--- src/rtl/vga_sync_generator_if.sv ---
// Raster timing bundle carried from the sync generator to the colour driver.
// The generator drives every signal (master); the driver consumes them (slave).
interface vga_sync_generator_if;
    logic [9:0] current_row;
    logic [9:0] current_line;
    logic       enable;
    logic       hsync_out;
    logic       vsync_out;
    logic       frame_start;

    modport master (
        output current_row,
        output current_line,
        output enable,
        output hsync_out,
        output vsync_out,
        output frame_start
    );

    modport slave (
        input current_row,
        input current_line,
        input enable,
        input hsync_out,
        input vsync_out,
        input frame_start
    );
endinterface

--- src/rtl/vga_sync_generator.sv ---
// VGA raster timing generator: pixel-clock divider, horizontal/vertical
// counters, registered coordinates/enable, and hsync/vsync delayed to line
// up with the downstream registered colour output.
module vga_sync_generator #(
    parameter int H_ACTIVE   = 640,
    parameter int H_FP       = 16,
    parameter int H_SYNC     = 96,
    parameter int H_BP       = 48,
    parameter int V_ACTIVE   = 480,
    parameter int V_FP       = 10,
    parameter int V_SYNC     = 2,
    parameter int V_BP       = 33,
    parameter int CLK_DIV    = 4,
    parameter int SYNC_DELAY = 1
) (
    input  logic                  clk_in,
    input  logic                  reset_n,
    vga_sync_generator_if.master  vga
);

    localparam int H_TOTAL = H_ACTIVE + H_FP + H_SYNC + H_BP;
    localparam int V_TOTAL = V_ACTIVE + V_FP + V_SYNC + V_BP;
    // Divider needs at least one bit even when CLK_DIV is 1.
    localparam int DIV_W   = (CLK_DIV > 1) ? $clog2(CLK_DIV) : 1;

    logic [DIV_W-1:0] r_div_cnt;
    logic [9:0]       r_h_cnt;
    logic [9:0]       r_v_cnt;

    logic             w_pix_tick;
    logic             w_h_last;
    logic             w_v_last;
    logic             w_active;
    logic             w_hs_raw;
    logic             w_vs_raw;
    logic             w_frame_wrap;

    logic [9:0]       r_row;
    logic [9:0]       r_line;
    logic             r_enable;
    logic             r_hs;
    logic             r_vs;
    logic             r_frame_start;

    // Decode tick, wrap points and raw sync/active levels from the counters.
    always_comb begin
        w_pix_tick   = (r_div_cnt == DIV_W'(CLK_DIV - 1));
        w_h_last     = (r_h_cnt == 10'(H_TOTAL - 1));
        w_v_last     = (r_v_cnt == 10'(V_TOTAL - 1));
        w_active     = (r_h_cnt < 10'(H_ACTIVE)) && (r_v_cnt < 10'(V_ACTIVE));
        w_hs_raw     = !((r_h_cnt >= 10'(H_ACTIVE + H_FP)) &&
                         (r_h_cnt <  10'(H_ACTIVE + H_FP + H_SYNC)));
        w_vs_raw     = !((r_v_cnt >= 10'(V_ACTIVE + V_FP)) &&
                         (r_v_cnt <  10'(V_ACTIVE + V_FP + V_SYNC)));
        w_frame_wrap = w_pix_tick && w_h_last && w_v_last;
    end

    // Pixel divider plus horizontal and vertical raster counters.
    always_ff @(posedge clk_in or negedge reset_n) begin
        if (!reset_n) begin
            r_div_cnt <= '0;
            r_h_cnt   <= 10'd0;
            r_v_cnt   <= 10'd0;
        end else if (w_pix_tick) begin
            r_div_cnt <= '0;
            if (w_h_last) begin
                r_h_cnt <= 10'd0;
                if (w_v_last) begin
                    r_v_cnt <= 10'd0;
                end else begin
                    r_v_cnt <= r_v_cnt + 10'd1;
                end
            end else begin
                r_h_cnt <= r_h_cnt + 10'd1;
            end
        end else begin
            r_div_cnt <= r_div_cnt + DIV_W'(1);
        end
    end

    // Output stage: coordinates, enable, raw syncs and the frame strobe.
    always_ff @(posedge clk_in or negedge reset_n) begin
        if (!reset_n) begin
            r_row         <= 10'd0;
            r_line        <= 10'd0;
            r_enable      <= 1'b0;
            r_hs          <= 1'b1;
            r_vs          <= 1'b1;
            r_frame_start <= 1'b0;
        end else begin
            r_row         <= r_h_cnt;
            r_line        <= r_v_cnt;
            r_enable      <= w_active;
            r_hs          <= w_hs_raw;
            r_vs          <= w_vs_raw;
            r_frame_start <= w_frame_wrap;
        end
    end

    generate
        if (SYNC_DELAY == 0) begin : g_no_delay
            assign vga.hsync_out = r_hs;
            assign vga.vsync_out = r_vs;
        end else begin : g_delay
            logic [SYNC_DELAY-1:0] r_hs_dly;
            logic [SYNC_DELAY-1:0] r_vs_dly;

            // Extra sync delay so hsync/vsync match the registered colour path.
            always_ff @(posedge clk_in or negedge reset_n) begin
                if (!reset_n) begin
                    r_hs_dly <= {SYNC_DELAY{1'b1}};
                    r_vs_dly <= {SYNC_DELAY{1'b1}};
                end else begin
                    r_hs_dly[0] <= r_hs;
                    r_vs_dly[0] <= r_vs;
                    for (int i = 1; i < SYNC_DELAY; i++) begin
                        r_hs_dly[i] <= r_hs_dly[i-1];
                        r_vs_dly[i] <= r_vs_dly[i-1];
                    end
                end
            end

            assign vga.hsync_out = r_hs_dly[SYNC_DELAY-1];
            assign vga.vsync_out = r_vs_dly[SYNC_DELAY-1];
        end
    endgenerate

    assign vga.current_row  = r_row;
    assign vga.current_line = r_line;
    assign vga.enable       = r_enable;
    assign vga.frame_start  = r_frame_start;

endmodule

--- src/flat_wrapper.sv ---
// flat-port wrapper written by rule: the top's interface ports become plain ports
module vga_sync_generator_flat 
#(
    parameter int H_ACTIVE   = 640,
    parameter int H_FP       = 16,
    parameter int H_SYNC     = 96,
    parameter int H_BP       = 48,
    parameter int V_ACTIVE   = 480,
    parameter int V_FP       = 10,
    parameter int V_SYNC     = 2,
    parameter int V_BP       = 33,
    parameter int CLK_DIV    = 4,
    parameter int SYNC_DELAY = 1
)
  (clk_in, reset_n, vga_current_row, vga_current_line, vga_enable, vga_hsync_out, vga_vsync_out, vga_frame_start);
  vga_sync_generator_if vga_i ();
  input  logic clk_in;
  input  logic reset_n;
  output wire logic [$bits(vga_i.current_row)-1:0] vga_current_row;
  output wire logic [$bits(vga_i.current_line)-1:0] vga_current_line;
  output wire logic [$bits(vga_i.enable)-1:0] vga_enable;
  output wire logic [$bits(vga_i.hsync_out)-1:0] vga_hsync_out;
  output wire logic [$bits(vga_i.vsync_out)-1:0] vga_vsync_out;
  output wire logic [$bits(vga_i.frame_start)-1:0] vga_frame_start;
  assign vga_current_row = vga_i.current_row;
  assign vga_current_line = vga_i.current_line;
  assign vga_enable = vga_i.enable;
  assign vga_hsync_out = vga_i.hsync_out;
  assign vga_vsync_out = vga_i.vsync_out;
  assign vga_frame_start = vga_i.frame_start;
  vga_sync_generator #(.H_ACTIVE(H_ACTIVE), .H_FP(H_FP), .H_SYNC(H_SYNC), .H_BP(H_BP), .V_ACTIVE(V_ACTIVE), .V_FP(V_FP), .V_SYNC(V_SYNC), .V_BP(V_BP), .CLK_DIV(CLK_DIV), .SYNC_DELAY(SYNC_DELAY)) u_core (.clk_in(clk_in), .reset_n(reset_n), .vga(vga_i));
endmodule
--- config.mk ---
export PLATFORM = sky130hd
export DESIGN_NAME = vga_sync_generator_flat
export DESIGN_NICKNAME = d
export VERILOG_FILES = /design/src/rtl/vga_sync_generator_if.sv /design/src/rtl/vga_sync_generator.sv /design/src/flat_wrapper.sv
export SDC_FILE = /design/constraint.sdc
export NUM_CORES = 1
export LEC_CHECK = 0
export ABC_AREA = 1
export BUFFER_PORTS_ARGS = -buffer_cell sky130_fd_sc_hd__buf_4
export CORE_UTILIZATION = 30
export DETAILED_ROUTE_END_ITERATION = 10
export HOLD_SLACK_MARGIN = 0.06
export PLACE_DENSITY = 0.47
export REMOVE_ABC_BUFFERS = 1
export SKIP_CTS_REPAIR_TIMING = 1
export SYNTH_ARGS = -nofsm -noshare
export SYNTH_HDL_FRONTEND = slang
export SYNTH_SLANG_ARGS = --single-unit
--- constraint.sdc ---
create_clock -name clk_in -period 1.5 [get_ports clk_in]
set_clock_uncertainty 0.15 [all_clocks]
set_input_delay 0 -clock clk_in [delete_from_list [all_inputs] [get_ports clk_in]]
set_output_delay 0 -clock clk_in [all_outputs]
set_load 0.03 [all_outputs]
==> results of run 1 <==
## sequential cells by signal (all words and copies together), names as in the netlist
register and cells:
u_core.r_div_cnt 2, u_core.r_h_cnt 10, u_core.r_hs 1, u_core.r_v_cnt 10, u_core.r_vs 1, u_core.vga.current_line 10, u_core.vga.current_row 10, u_core.vga.enable 1
u_core.vga.frame_start 1, u_core.vga.hsync_out 1, u_core.vga.vsync_out 1
## layout by cell type (no fill, tap or decap), types with 2 or more instances in the layout
master and n:
sky130_fd_sc_hd__ha_1 2, sky130_fd_sc_hd__nor3_2 3, sky130_fd_sc_hd__xor2_1 7, sky130_fd_sc_hd__inv_1 19
sky130_fd_sc_hd__nor2_4 3, sky130_fd_sc_hd__o21ai_0 4, sky130_fd_sc_hd__o21ai_2 2, sky130_fd_sc_hd__nand2_1 28
sky130_fd_sc_hd__dfrtp_1 43, sky130_fd_sc_hd__nand4_1 4, sky130_fd_sc_hd__nand2_2 3, sky130_fd_sc_hd__ha_4 3
sky130_fd_sc_hd__nor2_1 18, sky130_fd_sc_hd__a21oi_1 3, sky130_fd_sc_hd__nand3_4 2, sky130_fd_sc_hd__nand3b_1 2
sky130_fd_sc_hd__clkbuf_1 2, sky130_fd_sc_hd__inv_2 5, sky130_fd_sc_hd__nand3_1 16, sky130_fd_sc_hd__dfstp_2 4
sky130_fd_sc_hd__clkbuf_8 6, sky130_fd_sc_hd__nor2_2 5, sky130_fd_sc_hd__buf_4 59, sky130_fd_sc_hd__nor3_1 5
## final timing paths
path                                               start                             endpoint  cells after the start
max in group asynchronous                        reset_n        u_core.r_v_cnt[1]$_DFFE_PN0P_                      2
max reg2reg                u_core.r_h_cnt[1]$_DFFE_PN0P_        u_core.r_v_cnt[7]$_DFFE_PN0P_                      7
min reg2reg                        u_core.r_vs$_DFF_PN1_       u_core.vga.vsync_out$_DFF_PN1_                      0
min                                              reset_n  u_core.vga.current_row[1]$_DFF_PN0_                      2
min in group clk_in                u_core.r_vs$_DFF_PN1_       u_core.vga.vsync_out$_DFF_PN1_                      0
max                        u_core.r_h_cnt[1]$_DFFE_PN0P_        u_core.r_v_cnt[7]$_DFFE_PN0P_                      7
## worst max-delay path: stages, from the launching register on
cell,delay [ns]
sky130_fd_sc_hd__dfrtp_1,0.40
sky130_fd_sc_hd__ha_4,0.18
sky130_fd_sc_hd__nand3_4,0.09
sky130_fd_sc_hd__nor2_4,0.14
sky130_fd_sc_hd__nand3_4,0.13
sky130_fd_sc_hd__buf_4,0.17
sky130_fd_sc_hd__nor2_4,0.07
sky130_fd_sc_hd__xor2_1,0.14
## stage by stage
stage,worst slack [ns],total power [mW],area (µm²),cells
after floorplan,-0.0554,1.32,1920,190
after global placement,-0.0857,1.35,2420,320
after detailed placement,-0.0895,1.35,2420,320
after CTS,-0.129,2.14,2510,328
after global routing,-0.148,2.19,2700,334
final,-0.0362,2.09,2700,334
## cells by family (layout without fill, tap and decap cells)
| group | Yosys count | count (layout) | synth area share (%) |
|---|---|---|---|
| AOI/OAI and AO/OA | 11 | 11 | 2.98 |
| buffers and inverters | 27 | 94 | 5.51 |
| adders and majority gates | 5 | 5 | 3.24 |
| DFF | 48 | 48 | 62.5 |
| and+or+nand+nor | 93 | 93 | 22.1 |
| xor gates and xnor gates | 8 | 8 | 3.63 |
## routing by layer
metal,track usage [%],share of wire [%],vias to the layer above
met4,5.26,1.8,0
li1,-,-,746
met3,3.30,3.6,7
met1,17.4,48,715
met2,18.3,47,28
met5,0,0,-
## layout make-up
type                            instances  area [µm²]
Timing Repair Buffer                   61         464
Fill cell                             622        3360
Inverter                               25        96.3
Tap cell                               75        93.8
Multi-Input combinational cell        117         746
Clock buffer                            8        90.1
Sequential cell                        48        1210
## power by group
| part | switching (mW) | internal, mW | leakage [nW] | total [mW] |
|---|---|---|---|---|
| sequential | 0 | 1.29 | 0.625 | 1.29 |
| combinational | 0.0236 | 0.00343 | 0.646 | 0.0271 |
| clock | 0.392 | 0.376 | 0.0455 | 0.769 |
| total | 0.416 | 1.67 | 1.32 | 2.09 |
==> parameters.txt, run 1 <==
Parameter                              Value

Run status
  Status    finished with violations
  Failing checks    setup timing

Clock network
  Clock tree from TritonCTS    built
  Worst skew pair latency    between 0.2 and 0.3 ns
  CTS max path bufs    2
  Post-CTS clock slew at the launch and capture registers of the worst setup and hold paths    approximately 0.08 ns
  Clk Tree Root Cell    sky130_fd_sc_hd__clkbuf_8
  Number of CTS-inserted buffers    5
  H-tree lvl count    2
  Clk sinks    48

Timing
  Hold Fails Final Rpt    0
  Tightest Pin Transition    0.582 ns
  Count of final max-slew check failures    0
  Fmax achieved    651 MHz
  Least setup slack across all paths after layout    -0.0362 ns
  Sum of negative setup slack    -0.0569 ns
  Final setup violating endpoints    2
  Post-route worst hold slack    ~0.1 ns
  Crit share post-route    102%
  Unrepaired setup endpoints after global routing    true
  Headroom to the max-slew limit    about three fifths
  Shortest period the worst path allows    1.54 ns

Synthesis
  Number of synthesized register bits    between 40 and 50
  Ys async rst share    100%
  Main flop type after synthesis    sky130_fd_sc_hd__dfrtp_1
  Number of enable flip-flop cells after synthesis    0
  Proportion of netlist area held by the largest area contributor    a little under three fifths
  Most common cell in the netlist    sky130_fd_sc_hd__dfrtp_1
  Count of different cell masters after synthesis    25
  Leading area contributor after synthesis    sky130_fd_sc_hd__dfrtp_1
  Sequential area share after synthesis    a little over three fifths
  Syn avg cell area    about 10 µm²
  Cell types with the highest counts after synthesis    44 x sky130_fd_sc_hd__dfrtp_1, 30 x sky130_fd_sc_hd__nand2_1, 24 x sky130_fd_sc_hd__nor2_1, 22 x sky130_fd_sc_hd__inv_1, 18 x sky130_fd_sc_hd__nand3_1
  Synthesized cell area    around 0.0019 mm²
  Top cells by area, synth    sky130_fd_sc_hd__dfrtp_1 57%, sky130_fd_sc_hd__nand2_1 5.8%, sky130_fd_sc_hd__dfstp_2 5.4%, sky130_fd_sc_hd__nand3_1 4.7%, sky130_fd_sc_hd__nor2_1 4.7%
  Post-synthesis cell count    between 150 and 200
  Yosys synthesis warning count    0

Die
  Placeable core region    0.00606 mm²
  Chip height    between 80 and 90 µm
  Std cell rows    28
  Die Span X    ~82 µm
  Die area    0.00676 mm²
  I/O pin cnt    26
  Starting density of the core    roughly a third

Power and ir drop
  P_leak    around 1.3 nW
  Max VDD drop    0.290 mV
  Power per Cell Area    between 700 and 800 mW/mm²

Routing
  Number of iterations in the first detailed-routing pass    4
  Via count normalized by instance count    between 4 and 5
  Wire length after detailed routing    ~3900 µm
  Via count of the routed design    between 1000 and 1500
  Wire length per cell    around 12 µm
  DRC Markers    0
  Detail Route Antenna Nets    0
  Iteration-0 DRC Markers    between 90 and 100

GRT
  Global-route congestion overflow total    0
  Global-route total usage across every layer    between 10% and 20%
  Antenna violations before repair    0
  Maximum number of pins on one net before global-route repair    just under 50
  Number of global-route vias before repair    1303
  First-pass GRT wire length    6130 µm

Job
  Maximum Capacitance Violations    0

Critical path
  Kind of end point of the critical path    flop
  Element type at the critical path start    flop
  Register-to-register path setup slack    -0.04 ns
  Worst setup path class    reg2reg
  Critical Path AT    1.61 ns
  Required arrival time at the worst endpoint    about 1.6 ns
  Biggest fanout along the worst timing path    7

Hold path
  Worst Hold Class    in2async

Layout
  Area added between synthesis and finish    39.8%
  Number of nets in the finished design    approximately 270
  Number of inserted diodes    0
  Share of layout cells above drive strength 1    around two fifths
  Utilization of the core after routing    ~45%

Placement
  Detailed placement HPWL    ~2700 µm
  Placer's final routability congestion estimate    0.782
  Number of port buffers    25
Note: power is estimated with default switching activity, not from simulation.
==> inputs of run 2 (changes only) <==
- PLACE_DENSITY: 0.47 -> 0.59
==> run 2 against run 1 <==
The flow now finishes without violations. Final area shrank 1.3%. Core utilization shrank 0.58 points. First-iteration DRC count shrank 21%. Maximum frequency grew 3.5%. Via count shrank 2.6%. Total power grew 6.6%. Die area is the same. Non-clock buffer count shrank 5. Sequential cell count is the same. Critical path type unchanged. Critical endpoint is now u_core.r_v_cnt[1]$_DFFE_PN0P_. Largest power group unchanged. Highest routed layer unchanged.
==> parameters.txt, run 2 (synthesized netlist as in run 1, its figures left out) <==
Parameter                              Value

Run status
  Status    completed (was finished with violations)

Routing
  Via count normalized by instance count    4.43 (was 4.48)
  Iteration-0 DRC Markers    75 (was 95)
  Wire length after detailed routing    3760 µm (was 3890 µm)
  Detail Route Antenna Nets    0 (unchanged)
  Number of iterations in the first detailed-routing pass    4 (unchanged)
  Via count of the routed design    1457 (was 1496)
  DRC Markers    0 (unchanged)
  Wire length per cell    11.4 µm (was 11.6 µm)

Critical path
  Register-to-register path setup slack    0.02 ns (was -0.04 ns)
  Critical Path AT    1.52 ns (was 1.61 ns)
  Required arrival time at the worst endpoint    1.54 ns (was 1.57 ns)
  Kind of end point of the critical path    flop (unchanged)
  Register-to-Register Path Depth    7 (unchanged)
  Worst setup path class    reg2reg (unchanged)
  Startpoint of the most critical register-to-register path    u_core.r_v_cnt[1]$_DFFE_PN0P_ (was u_core.r_h_cnt[1]$_DFFE_PN0P_)
  Element type at the critical path start    flop (unchanged)
  Biggest fanout along the worst timing path    5 (was 7)
  Endpoint of the most critical register-to-register path    u_core.r_v_cnt[1]$_DFFE_PN0P_ (was u_core.r_v_cnt[7]$_DFFE_PN0P_)

Placement
  Number of port buffers    25 (unchanged)
  Detailed placement HPWL    2560 µm (was 2660 µm)
  Worst slack at placement    -0.0542 ns (was -0.0895 ns)
  Cell area after placement    0.00241 mm² (was 0.00242 mm²)
  Cell total after placement    318 (was 320)
  Placer's final routability congestion estimate    0.780 (was 0.782)

Timing
  Final setup violating endpoints    0 (was 2)
  Fmax achieved    674 MHz (was 651 MHz)
  Unrepaired setup endpoints after global routing    true (unchanged)
  Count of final max-slew check failures    0 (unchanged)
  Sum of negative setup slack    0 ns (was -0.0569 ns)
  Crit share post-route    98.9% (was 102%)
  Least setup slack across all paths after layout    0.0163 ns (was -0.0362 ns)
  Hold Fails Final Rpt    0 (unchanged)
  Tightest Pin Transition    0.594 ns (was 0.582 ns)
  Headroom to the max-slew limit    60.4% (was 61.2%)
  Shortest period the worst path allows    1.48 ns (was 1.54 ns)

Power and ir drop
  Power per Cell Area    837 mW/mm² (was 774 mW/mm²)
  Switching power as a share of total power    19.7% (was 19.9%)
  P_leak    1.29 nW (was 1.32 nW)
  Int Power    1.79 mW (was 1.67 mW)
  Reported net switching power    0.438 mW (was 0.416 mW)
  Clk pwr share    40.7% (was 36.8%)
  Sequential cell fraction of total power    58.1% (was 61.9%)
  Combinational share of power    1.2% (was 1.3%)
  Max VDD drop    0.388 mV (was 0.290 mV)

Die
  Starting density of the core    31.8% (unchanged)
  Die area    0.00676 mm² (unchanged)
  Std cell rows    28 (unchanged)
  Chip height    82.2 µm (unchanged)
  Placeable core region    0.00606 mm² (unchanged)
  I/O pin cnt    26 (unchanged)
  Die Span X    82.2 µm (unchanged)

Layout
  Post-route cell area    0.00266 mm² (was 0.00270 mm²)
  Number of inserted diodes    0 (unchanged)
  Area used by multi-input combinational logic    729 µm² (was 746 µm²)
  Fill count    591 (was 622)
  Most frequent cells in the layout    54 x sky130_fd_sc_hd__buf_4, 43 x sky130_fd_sc_hd__dfrtp_1, 28 x sky130_fd_sc_hd__nand2_1 (was 59 x sky130_fd_sc_hd__buf_4, 43 x sky130_fd_sc_hd__dfrtp_1, 28 x sky130_fd_sc_hd__nand2_1)
  Share of layout cells above drive strength 1    37.4% (was 38.6%)
  Reg area    0.00121 mm² (unchanged)
  Final Instance Count excl. Fillers    329 (was 334)
  Most frequent standard cell in the layout excluding fill and tap cells    sky130_fd_sc_hd__buf_4 (unchanged)
  Number of nets in the finished design    260 (was 265)
  Utilization of the core after routing    43.9% (was 44.5%)
  Area added between synthesis and finish    38.0% (was 39.8%)

Hold path
  Worst Hold Class    in2async (unchanged)

Clock network
  Number of CTS-inserted buffers    5 (unchanged)
  Worst skew pair latency    0.30 ns (was 0.29 ns)
  CTS max path bufs    2 (unchanged)
  Clk sinks    48 (unchanged)
  Clock tree from TritonCTS    built (unchanged)
  H-tree lvl count    2 (unchanged)
  Clk Tree Root Cell    sky130_fd_sc_hd__clkbuf_8 (unchanged)
  Post-CTS clock slew at the launch and capture registers of the worst setup and hold paths    0.09 ns (was 0.08 ns)

GRT
  Antenna violations before repair    0 (unchanged)
  Number of global-route vias before repair    1377 (was 1303)
  Global-route total usage across every layer    12.3% (was 12.5%)
  Global-route congestion overflow total    0 (unchanged)
  First-pass GRT wire length    6200 µm (was 6130 µm)
  Maximum number of pins on one net before global-route repair    49 (unchanged)

Job
  Maximum Capacitance Violations    0 (unchanged)
run 2: metal layers:
| metal | part of all wire (%) | track usage [%] | wire length (µm) | vias to the layer above |
|---|---|---|---|---|
| li1 | - | - | - | 735 |
| met1 | 47 | 16.5 | 1770 | 680 |
| met4 | 2.3 | 4.74 | 85 | 0 |
| met5 | 0 | 0 | 0 | - |
| met3 | 4.7 | 3.63 | 178 | 7 |
| met2 | 46 | 18.7 | 1730 | 35 |
run 2: worst max path at each step:
stage	from	end	slack [ns]
after global placement	u_core.r_v_cnt[0]$_DFFE_PN0P_	u_core.r_v_cnt[1]$_DFFE_PN0P_	-0.04
final	u_core.r_v_cnt[1]$_DFFE_PN0P_	u_core.r_v_cnt[1]$_DFFE_PN0P_	0.02
after detailed placement	u_core.r_div_cnt[0]$_DFF_PN0_	u_core.r_v_cnt[3]$_DFFE_PN0P_	-0.05
after floorplan	u_core.r_div_cnt[0]$_DFF_PN0_	u_core.r_h_cnt[7]$_DFFE_PN0P_	-0.06
after CTS	u_core.r_h_cnt[0]$_DFFE_PN0P_	u_core.r_v_cnt[5]$_DFFE_PN0P_	-0.09
after global routing	u_core.r_h_cnt[1]$_DFFE_PN0P_	u_core.r_v_cnt[9]$_DFFE_PN0P_	-0.09
run 2: area by class of cell:
cell class                      instances  area share (%)
Sequential cell                        48            45.3
Timing Repair Buffer                   56            16.0
Clock inverter                          3            1.60
Tap cell                               75            3.52
Inverter                               25            3.52
Multi-Input combinational cell        117            27.4
Clock buffer                            5            2.58
run 2: stage by stage:
stage | hold WS (ns) | total power, mW
floorplan | -0.446 | 1.32
global placement | -0.104 | 1.35
detailed placement | -0.0981 | 1.35
CTS | -0.428 | 2.26
global route | 0.168 | 2.32
finish | 0.0846 | 2.23
run 2: worst max-delay path: stages (launching register included):
cell and delay [ns]:
sky130_fd_sc_hd__dfrtp_1 0.43, sky130_fd_sc_hd__inv_2 0.10, sky130_fd_sc_hd__ha_4 0.13, sky130_fd_sc_hd__inv_2 0.03, sky130_fd_sc_hd__nor2_2 0.06, sky130_fd_sc_hd__nand4_1 0.23
sky130_fd_sc_hd__nand3_1 0.16, sky130_fd_sc_hd__o21ai_1 0.08
run 2: power by group through the flow:
stage                     combinational, mW  sequential [mW]  clock, mW
after floorplan                 0.000000323             1.32          0
after global placement               0.0272             1.32          0
after detailed placement             0.0278             1.32          0
after CTS                            0.0275             1.29      0.943
after global routing                 0.0332             1.29      0.990
final                                0.0271             1.29      0.907
